<file path="src/rtl/gsu_regfile_pkg.sv">
// gsu_regfile_pkg
//   Shared definitions for the GSU general-register file:
//   - default indices of the program counter, loop counter and loop target;
//   - merge_lanes(): byte-lane merge used by the write path.
//   merge_lanes works on a MAX_W-bit container. Callers zero-extend their
//   operands and truncate the result, so any DATA_W up to MAX_W can use it.
package gsu_regfile_pkg;

  localparam int DEF_PC_IDX   = 15;
  localparam int DEF_LCNT_IDX = 12;
  localparam int DEF_LADR_IDX = 13;

  localparam int MAX_W  = 64;
  localparam int MAX_BE = MAX_W / 8;

  // Returns old_word with every byte lane whose enable bit is set replaced
  // by the corresponding lane of new_word.
  function automatic logic [MAX_W-1:0] merge_lanes(
    input logic [MAX_W-1:0]  old_word,
    input logic [MAX_W-1:0]  new_word,
    input logic [MAX_BE-1:0] be
  );
    logic [MAX_W-1:0] res;
    res = old_word;
    for (int i = 0; i < MAX_BE; i++) begin
      if (be[i]) res[8*i +: 8] = new_word[8*i +: 8];
    end
    return res;
  endfunction

endpackage

</file>
<file path="src/rtl/gsu_regfile_multiport_if.sv">
// gsu_regfile_multiport_if
//   Bundles the write side (ALU Z bus), the read selects / read data
//   (operand buses) and the status outputs of the register file.
//   Signal protocol: there is no valid/ready pair. Every input is sampled
//   on every rising clk edge; a write happens when any wr_be bit is set,
//   an increment when pc_inc is set and a LOOP when loop_en is set.
//   rd_data, loop_taken and lcnt_zero are registered; pc is combinational.
//   master modport: the datapath driving the file.
//   slave  modport: the register file itself.
interface gsu_regfile_multiport_if
  import gsu_regfile_pkg::*;
#(
  parameter int DATA_W = 16,
  parameter int NREGS  = 16,
  parameter int NRD    = 2
);
  localparam int AW  = $clog2(NREGS);
  localparam int NBE = DATA_W / 8;

  logic [AW-1:0]         wr_sel;
  logic [NBE-1:0]        wr_be;
  logic [DATA_W-1:0]     wr_data;
  logic                  pc_inc;
  logic                  loop_en;
  logic [NRD*AW-1:0]     rd_sel;
  logic [NRD*DATA_W-1:0] rd_data;
  logic                  loop_taken;
  logic                  lcnt_zero;
  logic [DATA_W-1:0]     pc;

  modport master (
    output wr_sel, wr_be, wr_data, pc_inc, loop_en, rd_sel,
    input  rd_data, loop_taken, lcnt_zero, pc
  );

  modport slave (
    input  wr_sel, wr_be, wr_data, pc_inc, loop_en, rd_sel,
    output rd_data, loop_taken, lcnt_zero, pc
  );

endinterface

</file>
<file path="src/rtl/gsu_regfile_read_port.sv">
// gsu_regfile_read_port
//   One registered read port. It samples the next-state register array, so
//   a read that coincides with a write/increment/LOOP to the same register
//   returns the updated value one cycle later.
//   Ports:
//     clk, reset : clock, asynchronous active-high reset (clears data)
//     regs_nxt   : next-state value of every register
//     sel        : register index to read
//     data       : registered read data
module gsu_regfile_read_port
  import gsu_regfile_pkg::*;
#(
  parameter  int DATA_W = 16,
  parameter  int NREGS  = 16,
  localparam int AW     = $clog2(NREGS)
) (
  input  logic                          clk,
  input  logic                          reset,
  input  logic [NREGS-1:0][DATA_W-1:0]  regs_nxt,
  input  logic [AW-1:0]                 sel,
  output logic [DATA_W-1:0]             data
);

  always_ff @(posedge clk or posedge reset) begin
    if (reset) data <= '0;
    else       data <= regs_nxt[sel];
  end

endmodule

</file>
<file path="src/rtl/gsu_regfile_multiport.sv">
// gsu_regfile_multiport
//   Parametrised GSU general-register file: NREGS x DATA_W flops with
//   byte-lane writes, NRD registered write-through read ports, program
//   counter auto-increment and a hardware LOOP decrement/branch.
//   Ports:
//     clk, reset : clock, asynchronous active-high reset (clears all state)
//     bus        : slave side of gsu_regfile_multiport_if
//                  (wr_sel/wr_be/wr_data, pc_inc, loop_en, rd_sel in;
//                   rd_data, loop_taken, lcnt_zero, pc out)
//   DATA_W must be a multiple of 8 and no wider than MAX_W.
module gsu_regfile_multiport
  import gsu_regfile_pkg::*;
#(
  parameter int DATA_W   = 16,
  parameter int NREGS    = 16,
  parameter int NRD      = 2,
  parameter int PC_IDX   = NREGS - 1,
  parameter int LCNT_IDX = DEF_LCNT_IDX,
  parameter int LADR_IDX = DEF_LADR_IDX
) (
  input logic                     clk,
  input logic                     reset,
  gsu_regfile_multiport_if.slave  bus
);

  localparam int AW = $clog2(NREGS);

  typedef logic [NREGS-1:0][DATA_W-1:0] regs_t;

  regs_t             regs;
  regs_t             regs_nxt;
  logic [DATA_W-1:0] cnt_next;
  logic              branch;
  logic              loop_taken_q;
  logic              lcnt_zero_q;

  // Single next-state computation shared by storage and every read port.
  // Lower-priority sources are applied first; the byte write is merged on
  // top last, so it only overrides its enabled lanes.
  always_comb begin
    regs_nxt = regs;
    cnt_next = regs[LCNT_IDX] - DATA_W'(1);
    branch   = bus.loop_en && (cnt_next != '0);

    if (bus.loop_en) regs_nxt[LCNT_IDX] = cnt_next;

    // A taken branch replaces the increment rather than adding to it.
    if (branch)          regs_nxt[PC_IDX] = regs[LADR_IDX];
    else if (bus.pc_inc) regs_nxt[PC_IDX] = regs[PC_IDX] + DATA_W'(1);

    regs_nxt[bus.wr_sel] = DATA_W'(merge_lanes(MAX_W'(regs_nxt[bus.wr_sel]),
                                               MAX_W'(bus.wr_data),
                                               MAX_BE'(bus.wr_be)));
  end

  always_ff @(posedge clk or posedge reset) begin
    if (reset) begin
      regs         <= '0;
      loop_taken_q <= 1'b0;
      lcnt_zero_q  <= 1'b0;
    end else begin
      regs         <= regs_nxt;
      // Reflects the counter decrement even if a write overrode the counter.
      loop_taken_q <= branch;
      lcnt_zero_q  <= (regs_nxt[LCNT_IDX] == '0);
    end
  end

  for (genvar k = 0; k < NRD; k++) begin : g_rd
    gsu_regfile_read_port #(
      .DATA_W (DATA_W),
      .NREGS  (NREGS)
    ) u_rd (
      .clk      (clk),
      .reset    (reset),
      .regs_nxt (regs_nxt),
      .sel      (bus.rd_sel[k*AW +: AW]),
      .data     (bus.rd_data[k*DATA_W +: DATA_W])
    );
  end

  assign bus.loop_taken = loop_taken_q;
  assign bus.lcnt_zero  = lcnt_zero_q;
  assign bus.pc         = regs[PC_IDX];

endmodule

</file>
<file path="src/flat_wrapper.sv">
// flat-port wrapper written by rule: the top's interface ports become plain ports
module gsu_regfile_multiport_flat import gsu_regfile_pkg::*;
#(
  parameter int DATA_W   = 16,
  parameter int NREGS    = 16,
  parameter int NRD      = 2,
  parameter int PC_IDX   = NREGS - 1,
  parameter int LCNT_IDX = DEF_LCNT_IDX,
  parameter int LADR_IDX = DEF_LADR_IDX
)
  (clk, reset, bus_wr_sel, bus_wr_be, bus_wr_data, bus_pc_inc, bus_loop_en, bus_rd_sel, bus_rd_data, bus_loop_taken, bus_lcnt_zero, bus_pc);
  gsu_regfile_multiport_if #(.DATA_W(DATA_W), .NREGS(NREGS), .NRD(NRD)) bus_i ();
  input logic clk;
  input logic reset;
  input wire logic [$bits(bus_i.wr_sel)-1:0] bus_wr_sel;
  input wire logic [$bits(bus_i.wr_be)-1:0] bus_wr_be;
  input wire logic [$bits(bus_i.wr_data)-1:0] bus_wr_data;
  input wire logic [$bits(bus_i.pc_inc)-1:0] bus_pc_inc;
  input wire logic [$bits(bus_i.loop_en)-1:0] bus_loop_en;
  input wire logic [$bits(bus_i.rd_sel)-1:0] bus_rd_sel;
  output wire logic [$bits(bus_i.rd_data)-1:0] bus_rd_data;
  output wire logic [$bits(bus_i.loop_taken)-1:0] bus_loop_taken;
  output wire logic [$bits(bus_i.lcnt_zero)-1:0] bus_lcnt_zero;
  output wire logic [$bits(bus_i.pc)-1:0] bus_pc;
  assign bus_i.wr_sel = bus_wr_sel;
  assign bus_i.wr_be = bus_wr_be;
  assign bus_i.wr_data = bus_wr_data;
  assign bus_i.pc_inc = bus_pc_inc;
  assign bus_i.loop_en = bus_loop_en;
  assign bus_i.rd_sel = bus_rd_sel;
  assign bus_rd_data = bus_i.rd_data;
  assign bus_loop_taken = bus_i.loop_taken;
  assign bus_lcnt_zero = bus_i.lcnt_zero;
  assign bus_pc = bus_i.pc;
  gsu_regfile_multiport #(.DATA_W(DATA_W), .NREGS(NREGS), .NRD(NRD), .PC_IDX(PC_IDX), .LCNT_IDX(LCNT_IDX), .LADR_IDX(LADR_IDX)) u_core (.clk(clk), .reset(reset), .bus(bus_i));
endmodule
</file>
<file path="config.mk">
export PLATFORM = sky130hd
export DESIGN_NAME = gsu_regfile_multiport_flat
export DESIGN_NICKNAME = d
export VERILOG_FILES = /design/src/rtl/gsu_regfile_pkg.sv /design/src/rtl/gsu_regfile_multiport_if.sv /design/src/rtl/gsu_regfile_read_port.sv /design/src/rtl/gsu_regfile_multiport.sv /design/src/flat_wrapper.sv
export SDC_FILE = /design/constraint.sdc
export NUM_CORES = 1
export LEC_CHECK = 0
export ABC_AREA = 1
export CAP_MARGIN = 15
export CORE_MARGIN = 2
export CORE_UTILIZATION = 50
export DETAILED_ROUTE_END_ITERATION = 7
export PLACE_DENSITY = 0.79
export SYNTH_ARGS = -nofsm -noshare
export SYNTH_HDL_FRONTEND = slang
export SYNTH_HIERARCHICAL = 1
export SYNTH_SLANG_ARGS = --single-unit
export TNS_END_PERCENT = 20
</file>
<file path="constraint.sdc">
create_clock -name clk -period 12.8 [get_ports clk]
set_clock_uncertainty 0.05 [all_clocks]
set_input_delay 3.2 -clock clk [delete_from_list [all_inputs] [get_ports clk]]
set_output_delay 3.2 -clock clk [all_outputs]
set_load 0.02 [all_outputs]
</file>
-- Word level (Yosys, flattened, before mapping)
Index checks and enable logic that the tools add are counted.
- flip-flop bits (word level): 290
- logic and storage cells: 44
- $add $sub $neg: 2
- order comparisons: 4
- mux-type cells: 14
- reduce and logical (&&, ||, !) cells: 4
- operator list (kind ; count):
    $bwmux W256 ; 1
    $bmux W16 S4 ; 3
    $mux W16 ; 7
    $demux W16 S4 ; 1
    $add A16 B1 Y16 const B ; 1
    $logic_not A16 Y1 ; 1
    $mux W8 ; 2
    $reduce_bool A16 Y1 ; 1
    $sub A16 B1 Y16 const B ; 1
    $lt A4 B5 Y1 const B ; 3
    $ge A4 B1 Y1 const B ; 1
    $logic_and A1 B1 Y1 ; 2

-- Depth between registers and ports, before layout
Gate-level depths: netlist of the first run.
- depth after elaboration: 10
- mapped depth: 26
- mapped depth without buffers: 25

-- Hierarchy
The synthesis of the first run kept the hierarchy.
- modules (own cells, without submodules) (module ; instances ; cells an instance ; area an instance (um2) ; sequential area each (um2)):
    gsu_regfile_multiport ; 1 ; 1564 ; 12613.3 ; 6456.2
    gsu_regfile_read_port ; 2 ; 792 ; 3668.5 ; 400.4

-- Worst setup path after synthesis of the first run
Ideal clock, no wire load.
- kind: in2reg
- start: input bus_wr_sel[0]
- end: register u_core.g_rd[0].u_rd.data[3]
- arrival: 5245 ps
- data required time: 12633 ps
- setup slack: 7388 ps
- cell stages on the path: 18
- buffers on the path: 2
- path through: inv_1 > nand2_1 > inv_2 > clkbuf_1 > a22oi_1 > a21oi_1 > or2_2 > nor4_1 > nand2_1 > nand2_1 > clkbuf_1 > o21ai_0 > inv_1 > nand2_1 > nand3_1 > nand3_1 > nand3_1 > nand2_1
- RTL lines (element ; line ; source):
    start, declared ; flat_wrapper.sv:15 ; input wire logic [$bits(bus_i.wr_sel)-1:0] bus_wr_sel;
    end signal, assigned ; gsu_regfile_read_port.sv:26 ; else data <= regs_nxt[sel];
    end, declared ; gsu_regfile_read_port.sv:21 ; output logic [DATA_W-1:0] data

==> results of run 1 <==
==> cell type report <==
type,instances,area share
Clock buffer,53,0.0463
Clock inverter,8,0.00352
Inverter,498,0.0871
Multi-Input combinational cell,2144,0.447
Sequential cell,290,0.335
Tap cell,525,0.0303
Timing Repair Buffer,121,0.0508
==> cells in the final DEF (no fill, tap or decap), types with 3 or more instances in the layout <==
master           count
nand2_1           1119
inv_1              483
nand3_1            429
dfrtp_1            290
o21ai_0            200
clkdlybuf4s50_1     79
a21oi_1             72
a22oi_1             71
nor2_1              66
o21ai_1             57
buf_4               40
clkbuf_16           35
or2_2               17
a31oi_1             16
nand2_2             15
clkbuf_1            12
xor2_1              11
nor3_1              11
nand4_1             10
xnor2_1              8
nor2_2               7
nor4_1               7
clkinv_2             6
clkbuf_8             6
inv_6                5
inv_2                5
nand3b_1             5
clkinv_1             5
nor2_4               4
o211ai_1             3
nand3_2              3
ha_1                 3
==> state kept, by name, summed over array words and instances, names as in the netlist <==
| name | cells |
|---|---|
| u_core/bus.loop_taken | 1 |
| u_core/regs | 240 |
| u_core/bus.pc | 16 |
| u_core/g_rd.u_rd/data | 32 |
| u_core/bus.lcnt_zero | 1 |
==> kinds of logic after synthesis <==
group | share of synthesized area
and+or+nand+nor | 0.357
buffers and inverters | 0.151
AOI/OAI and AO/OA | 0.117
DFF | 0.364
xor gates and xnor gates | 0.00834
adders and majority gates | 0.00188
muxes | 0.00100
==> how the worst max path moves through the flow <==
stage | end | slack, ns | cells past startpoint
2_1_floorplan | u_core/bus.lcnt_zero$_DFF_PP0_ | 2.45 | 1
3_3_place_gp | u_core/g_rd[0].u_rd/data[2]$_DFF_PP0_ | 5.06 | 19
3_5_place_dp | u_core/g_rd[0].u_rd/data[2]$_DFF_PP0_ | 5.03 | 19
4_1_cts | u_core/g_rd[0].u_rd/data[2]$_DFF_PP0_ | 5.55 | 19
5_1_grt | u_core/g_rd[0].u_rd/data[10]$_DFF_PP0_ | 5.14 | 21
6_report | u_core/g_rd[0].u_rd/data[2]$_DFF_PP0_ | 5.31 | 19
==> cell usage after synthesis (10+ instances only) <==
| cell type | count | share of area |
|---|---|---|
| clkbuf_1 | 98 | 0.018 |
| a21oi_1 | 72 | 0.018 |
| a22oi_1 | 71 | 0.027 |
| o21ai_1 | 57 | 0.014 |
| o21ai_0 | 200 | 0.050 |
| dfrtp_1 | 290 | 0.36 |
| a31oi_1 | 16 | 0.0050 |
| nor3_1 | 11 | 0.0028 |
| xor2_1 | 11 | 0.0048 |
| nand2_2 | 15 | 0.0047 |
| nand4_1 | 10 | 0.0031 |
| or2_2 | 17 | 0.0053 |
| inv_1 | 486 | 0.091 |
| nand3_1 | 429 | 0.11 |
| buf_2 | 52 | 0.013 |
| nor2_1 | 69 | 0.013 |
| nand2_1 | 1119 | 0.21 |
| buf_4 | 52 | 0.020 |
==> through the flow <==
| step | setup WS, ns | utilization | hold WS [ns] | instance area [um2] |
|---|---|---|---|---|
| after floorplan | 2.45 | - | 0.466 | 20000 |
| after global placement | 5.06 | 0.521 | 0.487 | 20600 |
| after detailed placement | 5.03 | 0.521 | 0.494 | 20600 |
| after CTS | 5.55 | 0.548 | 0.509 | 21700 |
| after global routing | 5.14 | 0.548 | 0.537 | 21700 |
| final | 5.31 | 0.548 | 0.513 | 21700 |
==> layer usage <==
| metal | vias up | global-route usage |
|---|---|---|
| li1 | 9719 | - |
| met1 | 9637 | 0.488 |
| met2 | 1710 | 0.527 |
| met3 | 275 | 0.107 |
| met4 | 4 | 0.213 |
| met5 | - | 0 |
==> power breakdown <==
part / switching (mW) / internal, mW
logic: 0.739 / 0.352
clock network: 0.409 / 0.562
registers: 0.139 / 1.12
total: 1.29 / 2.03
==> worst max-delay path: stages <==
cell and delay [ns]:
clkdlybuf4s50_1 0.55, inv_1 0.11, nor2_4 0.08, buf_4 0.66, inv_1 0.60, nor2_1 0.35
clkinv_1 0.10, buf_4 0.27, o21ai_0 0.20, nor4_1 0.08, nand2_1 0.09, nand2_1 0.36
o21ai_0 0.46, inv_1 0.07, nand2_1 0.07, nand3_1 0.08, nand3_1 0.11, nand3_1 0.21
nand2_1 0.20
==> results.ini, run 1 <==
[sta]
slew_headroom=0.184
period_needed_ns=7.49
finalSetupTns_ns=0
finalSetupViolCount=0
min_period_over_period=0.585
fmax_mhz=133
rsz0062_at_grt=false
hold_viol=0
slew_viol_final=0
tightest_slew_ns=1.22

[worst_hold_path]
min_path_cells=2
min_from=u_core/regs[106]$_DFF_PP0_
hold_class=flop to flop
min_to=u_core/regs[106]$_DFF_PP0_

[critical_path]
critical_path.startpoint=bus_wr_sel[0]
crit_path_end_kind=flop
worstReg2RegStart=u_core/regs[192]$_DFF_PP0_
cp_data_arrival_time_ns=7.89
worstRegToRegCells=21
critical_path_class=primary input to flop
crit_fanout=48
rr_endpoint=u_core/g_rd[1].u_rd/data[5]$_DFF_PP0_
cp.required_ns=13.20
reg2reg_setup_slack_ns=8.70
critPathLaunchType=primary input

[grt]
grt_overflow_total=0
grt_pass1_wl_um=116000
grt_max_degree=125
antenna_found_initial=2
grt_pass1_vias=19800
grt_usage=0.366

[clock_tree]
cts_root_buf=clkbuf_16
cts_tree=built
cts_sinks=290
path_clk_slew_ns=0.06
cts_buffers=35
clk_latency_ns=0.54
postCtsHoldBufs=0
h-tree-depth=2
cts_resized=0
cts_post_setup_buffers_inserted=0
clk_path_buf_depth=3

[yosys]
syn_area_mm2=0.0200
synth.net_count=3185
async_flop_share=1.00
synth_warnings=6
yosysSeqAreaShare=0.364
avgSynthCellArea_um2=6.34
yosys_register_bits=290
synth.distinct_cells=38
synth_ff_type=dfrtp_1
postSynthCellCount=3148
synth_edf_count=0

[route]
via_per_inst=5.87
drtAntennaViolNets=0
met1_length_um=28400
wire_per_inst_um=21.0
first_pass_iters=8
wl_um=76500
drt_iter0_drc=3392
vias=21300
met3_length_um=11800
highest_layer=met5
drc=0
route.met2.wl_um=31600

[final_layout]
multi_input_comb_area_mm2=0.00971
syn_to_final_growth_pct=8.72
diodes=0
layout.nets=3127
stdcell_count=3639
drive_gt1_frac=0.0478
regArea_mm2=0.00726
final.fill_count=3872

[power_and_ir_drop]
pwr_density_cell_mw_per_mm2=153
finalPower_mw=3.32
ir_worst_vdd_uv=83.8
p_leak_nw=11.1

[placed_design]
dp_cells=3578
io_buffers=83
dp_hpwl_um=45600
gp_congestion=1.01

[floorplan]
num_rows=73
core_area_mm2=0.0395
die_y_um=204
start_util=0.504
die_w_um=204
io_pins=84
fp.dieArea_mm2=0.0415

[outcome]
status=complete, no violations

[flow_run]
maxCapViolations=0

No activity file was read; power rests on OpenSTA's default activity.
==> inputs of run 2 (changes only) <==
- clock period: 12.8 -> 7.8 ns (I/O delays scaled with it)
==> results.ini, run 2 (synthesis results as in run 1) <==
[clock_tree]
cts_tree=built  ; unchanged
path_clk_slew_ns=0.06  ; about the same
cts_resized=0  ; unchanged
clk_latency_ns=0.54  ; about the same
h-tree-depth=2  ; unchanged
cts_root_buf=clkbuf_16  ; unchanged
postCtsHoldBufs=0  ; unchanged
cts_buffers=34  ; was 35
cts_post_setup_buffers_inserted=0  ; unchanged
cts_sinks=290  ; unchanged
clk_path_buf_depth=3  ; unchanged

[critical_path]
crit_path_end_kind=flop  ; unchanged
reg2reg_setup_slack_ns=3.54  ; was 8.70 ns
worstRegToRegCells=23  ; was 21
critical_path.startpoint=bus_wr_sel[1]  ; was bus_wr_sel[0]
crit_path_cell_trace=clkdlybuf4s50_1, nand2_1, inv_2, a22oi_1, a21oi_1, nor4_1, nand2_1, nand2_1, o21ai_0, inv_1, nand2_1, nand3_1, nand3_1, nand3_1, nand2_1  ; was clkdlybuf4s50_1, inv_1, nor2_4, buf_4, inv_1, nor2_1, clkinv_1, buf_4, o21ai_0, nor4_1, nand2_1, nand2_1, o21ai_0, inv_1, nand2_1, nand3_1, nand3_1, nand3_1, nand2_1
critical_path.max_stage_delay_ns=0.80  ; was 0.66 ns
cpMostUsedCell=nand2_1  ; unchanged
crit_fanout=39  ; was 48
critical_path_class=primary input to flop  ; unchanged
cp.required_ns=8.21  ; was 13.20 ns
critPathLaunchType=primary input  ; unchanged
cp_data_arrival_time_ns=6.20  ; was 7.89 ns
slowest_stage=inv_2  ; was buf_4
worstReg2RegStart=u_core/regs[193]$_DFF_PP0_  ; was u_core/regs[192]$_DFF_PP0_
rr_endpoint=u_core/g_rd[1].u_rd/data[2]$_DFF_PP0_  ; was u_core/g_rd[1].u_rd/data[5]$_DFF_PP0_

[final_layout]
layout.nets=3131  ; was 3127
design_area_mm2=0.0218  ; was 0.0217 mm2
final_common_cell=nand2_1  ; unchanged
drive_gt1_frac=0.0507  ; was 0.0478
syn_to_final_growth_pct=9.04  ; was 8.72%
final.fill_count=3841  ; was 3872
largest_reg_flops=240  ; unchanged
layout_common_cells=nand2_1, inv_1, nand3_1  ; unchanged
postLayoutCoreUtil=0.550  ; was 0.548
largest-register=u_core/regs  ; unchanged
diodes=0  ; unchanged

[worst_hold_path]
hold_class=flop to flop  ; unchanged
min_to=u_core/regs[68]$_DFF_PP0_  ; was u_core/regs[106]$_DFF_PP0_
min_from=u_core/regs[68]$_DFF_PP0_  ; was u_core/regs[106]$_DFF_PP0_
min_path_cells=2  ; unchanged

[sta]
slew_viol_final=0  ; unchanged
finalSetupViolCount=0  ; unchanged
rsz0062_at_grt=false  ; unchanged
fmax_mhz=173
hold_viol=0  ; unchanged
tightest_slew_ns=1.32  ; was 1.22 ns
period_needed_ns=5.79
slew_headroom=0.117  ; was 0.184
min_period_over_period=0.742
finalSetupTns_ns=0  ; unchanged

[route]
drc=10  ; was 0
via_per_inst=5.93  ; was 5.87
drt_iter0_drc=4000  ; was 3392
wire_per_inst_um=21.2  ; was 21.0 um
wl_um=77200  ; was 76500 um
vias=21600  ; was 21300
first_pass_iters=8  ; unchanged
drtAntennaViolNets=0  ; unchanged

[power_and_ir_drop]
p_seq_frac=0.376  ; was 0.378
internal-power_mw=3.35  ; was 2.03 mW
power_frac_comb=0.329  ; about the same
p_sw_mw=2.12  ; was 1.29 mW
p_leak_nw=11.2  ; was 11.1 nW
ir_worst_vdd_uv=131  ; was 83.8 uV
clkPwrFrac=0.295  ; was 0.293
finalPower_mw=5.48  ; was 3.32 mW
p_sw_frac=0.387  ; was 0.388
pwr_density_cell_mw_per_mm2=252  ; was 153 mW/mm2

[placed_design]
dp_hpwl_um=47500  ; was 45600 um
place_area_mm2=0.0207  ; was 0.0206 mm2
io_buffers=83  ; unchanged
gp_congestion=1.00  ; was 1.01

[floorplan]
die_w_um=204  ; unchanged
io_pins=84  ; unchanged
fp.dieArea_mm2=0.0415  ; unchanged
core_area_mm2=0.0395  ; unchanged
num_rows=73  ; unchanged
start_util=0.504  ; unchanged
die_y_um=204  ; unchanged

[grt]
antenna_found_initial=4  ; was 2
grt_max_degree=147  ; was 125
grt_pass1_vias=19800  ; about the same
grt_usage=0.370  ; was 0.366
grt_pass1_wl_um=117000  ; was 116000 um
grt_overflow_total=0  ; unchanged

[outcome]
violations=DRC
status=complete, but fails checks  ; was complete, no violations

[flow_run]
maxCapViolations=0  ; unchanged

==> run 2: cell count changes in the layout (fill, tap and decap cells not counted), sizes merged <==
cell,previous run,this run
buf,42,47
inv,494,491
clkbuf,53,51
clkinv,11,13
clkinvlp,0,2
==> run 2: worst max-delay path by stage <==
stage          slack, ns                                     end
5_1_grt             1.82   u_core/g_rd[1].u_rd/data[2]$_DFF_PP0_
2_1_floorplan       2.40          u_core/bus.lcnt_zero$_DFF_PP0_
3_5_place_dp        1.78  u_core/g_rd[0].u_rd/data[10]$_DFF_PP0_
6_report            2.01   u_core/g_rd[1].u_rd/data[2]$_DFF_PP0_
4_1_cts             2.29   u_core/g_rd[1].u_rd/data[8]$_DFF_PP0_
3_3_place_gp        1.79  u_core/g_rd[0].u_rd/data[10]$_DFF_PP0_
==> run 2: per-layer routing <==
metal,GRT usage,vias to the layer above,part of all wire
li1,-,9723,-
met2,0.532,1750,0.41
met5,0,-,0.00043
met4,0.214,6,0.066
met1,0.493,9767,0.37
met3,0.111,360,0.15
==> run 2: final cells by class <==
| type | instances | area [um2] | area share |
|---|---|---|---|
| flip-flops and latches | 290 | 7260 | 0.334 |
| repair buffers | 126 | 1150 | 0.0529 |
| inverters | 498 | 1880 | 0.0864 |
| clock inverters | 9 | 76.3 | 0.00351 |
| well taps | 525 | 657 | 0.0302 |
| clock buffers | 51 | 1030 | 0.0472 |
| multi-input cells | 2144 | 9710 | 0.446 |
==> run 2: critical path, delay by kind of cell <==
kind | cells | cell delay, ns
AO/OA/AOI/OAI | 3 | 1.12
buffers and inverters | 3 | 1.49
AND/OR/NAND/NOR | 9 | 1.59
==> run 2: power by group through the flow <==
stage	registers, mW	clock network, mW	logic, mW
final	2.06	1.62	1.80
after global routing	2.09	1.68	2.01
after CTS	2.05	1.62	1.74
after detailed placement	2.07	0	1.73
after global placement	2.07	0	1.71
after floorplan	2.03	0	1.26
==> run 2: through the flow <==
stage	hold slack [ns]	instances	setup slack (ns)
3_3_place_gp	0.487	3583	1.79
5_1_grt	0.544	3643	1.82
2_1_floorplan	0.466	3148	2.40
4_1_cts	0.503	3643	2.29
3_5_place_dp	0.489	3583	1.78
6_report	0.506	3643	2.01
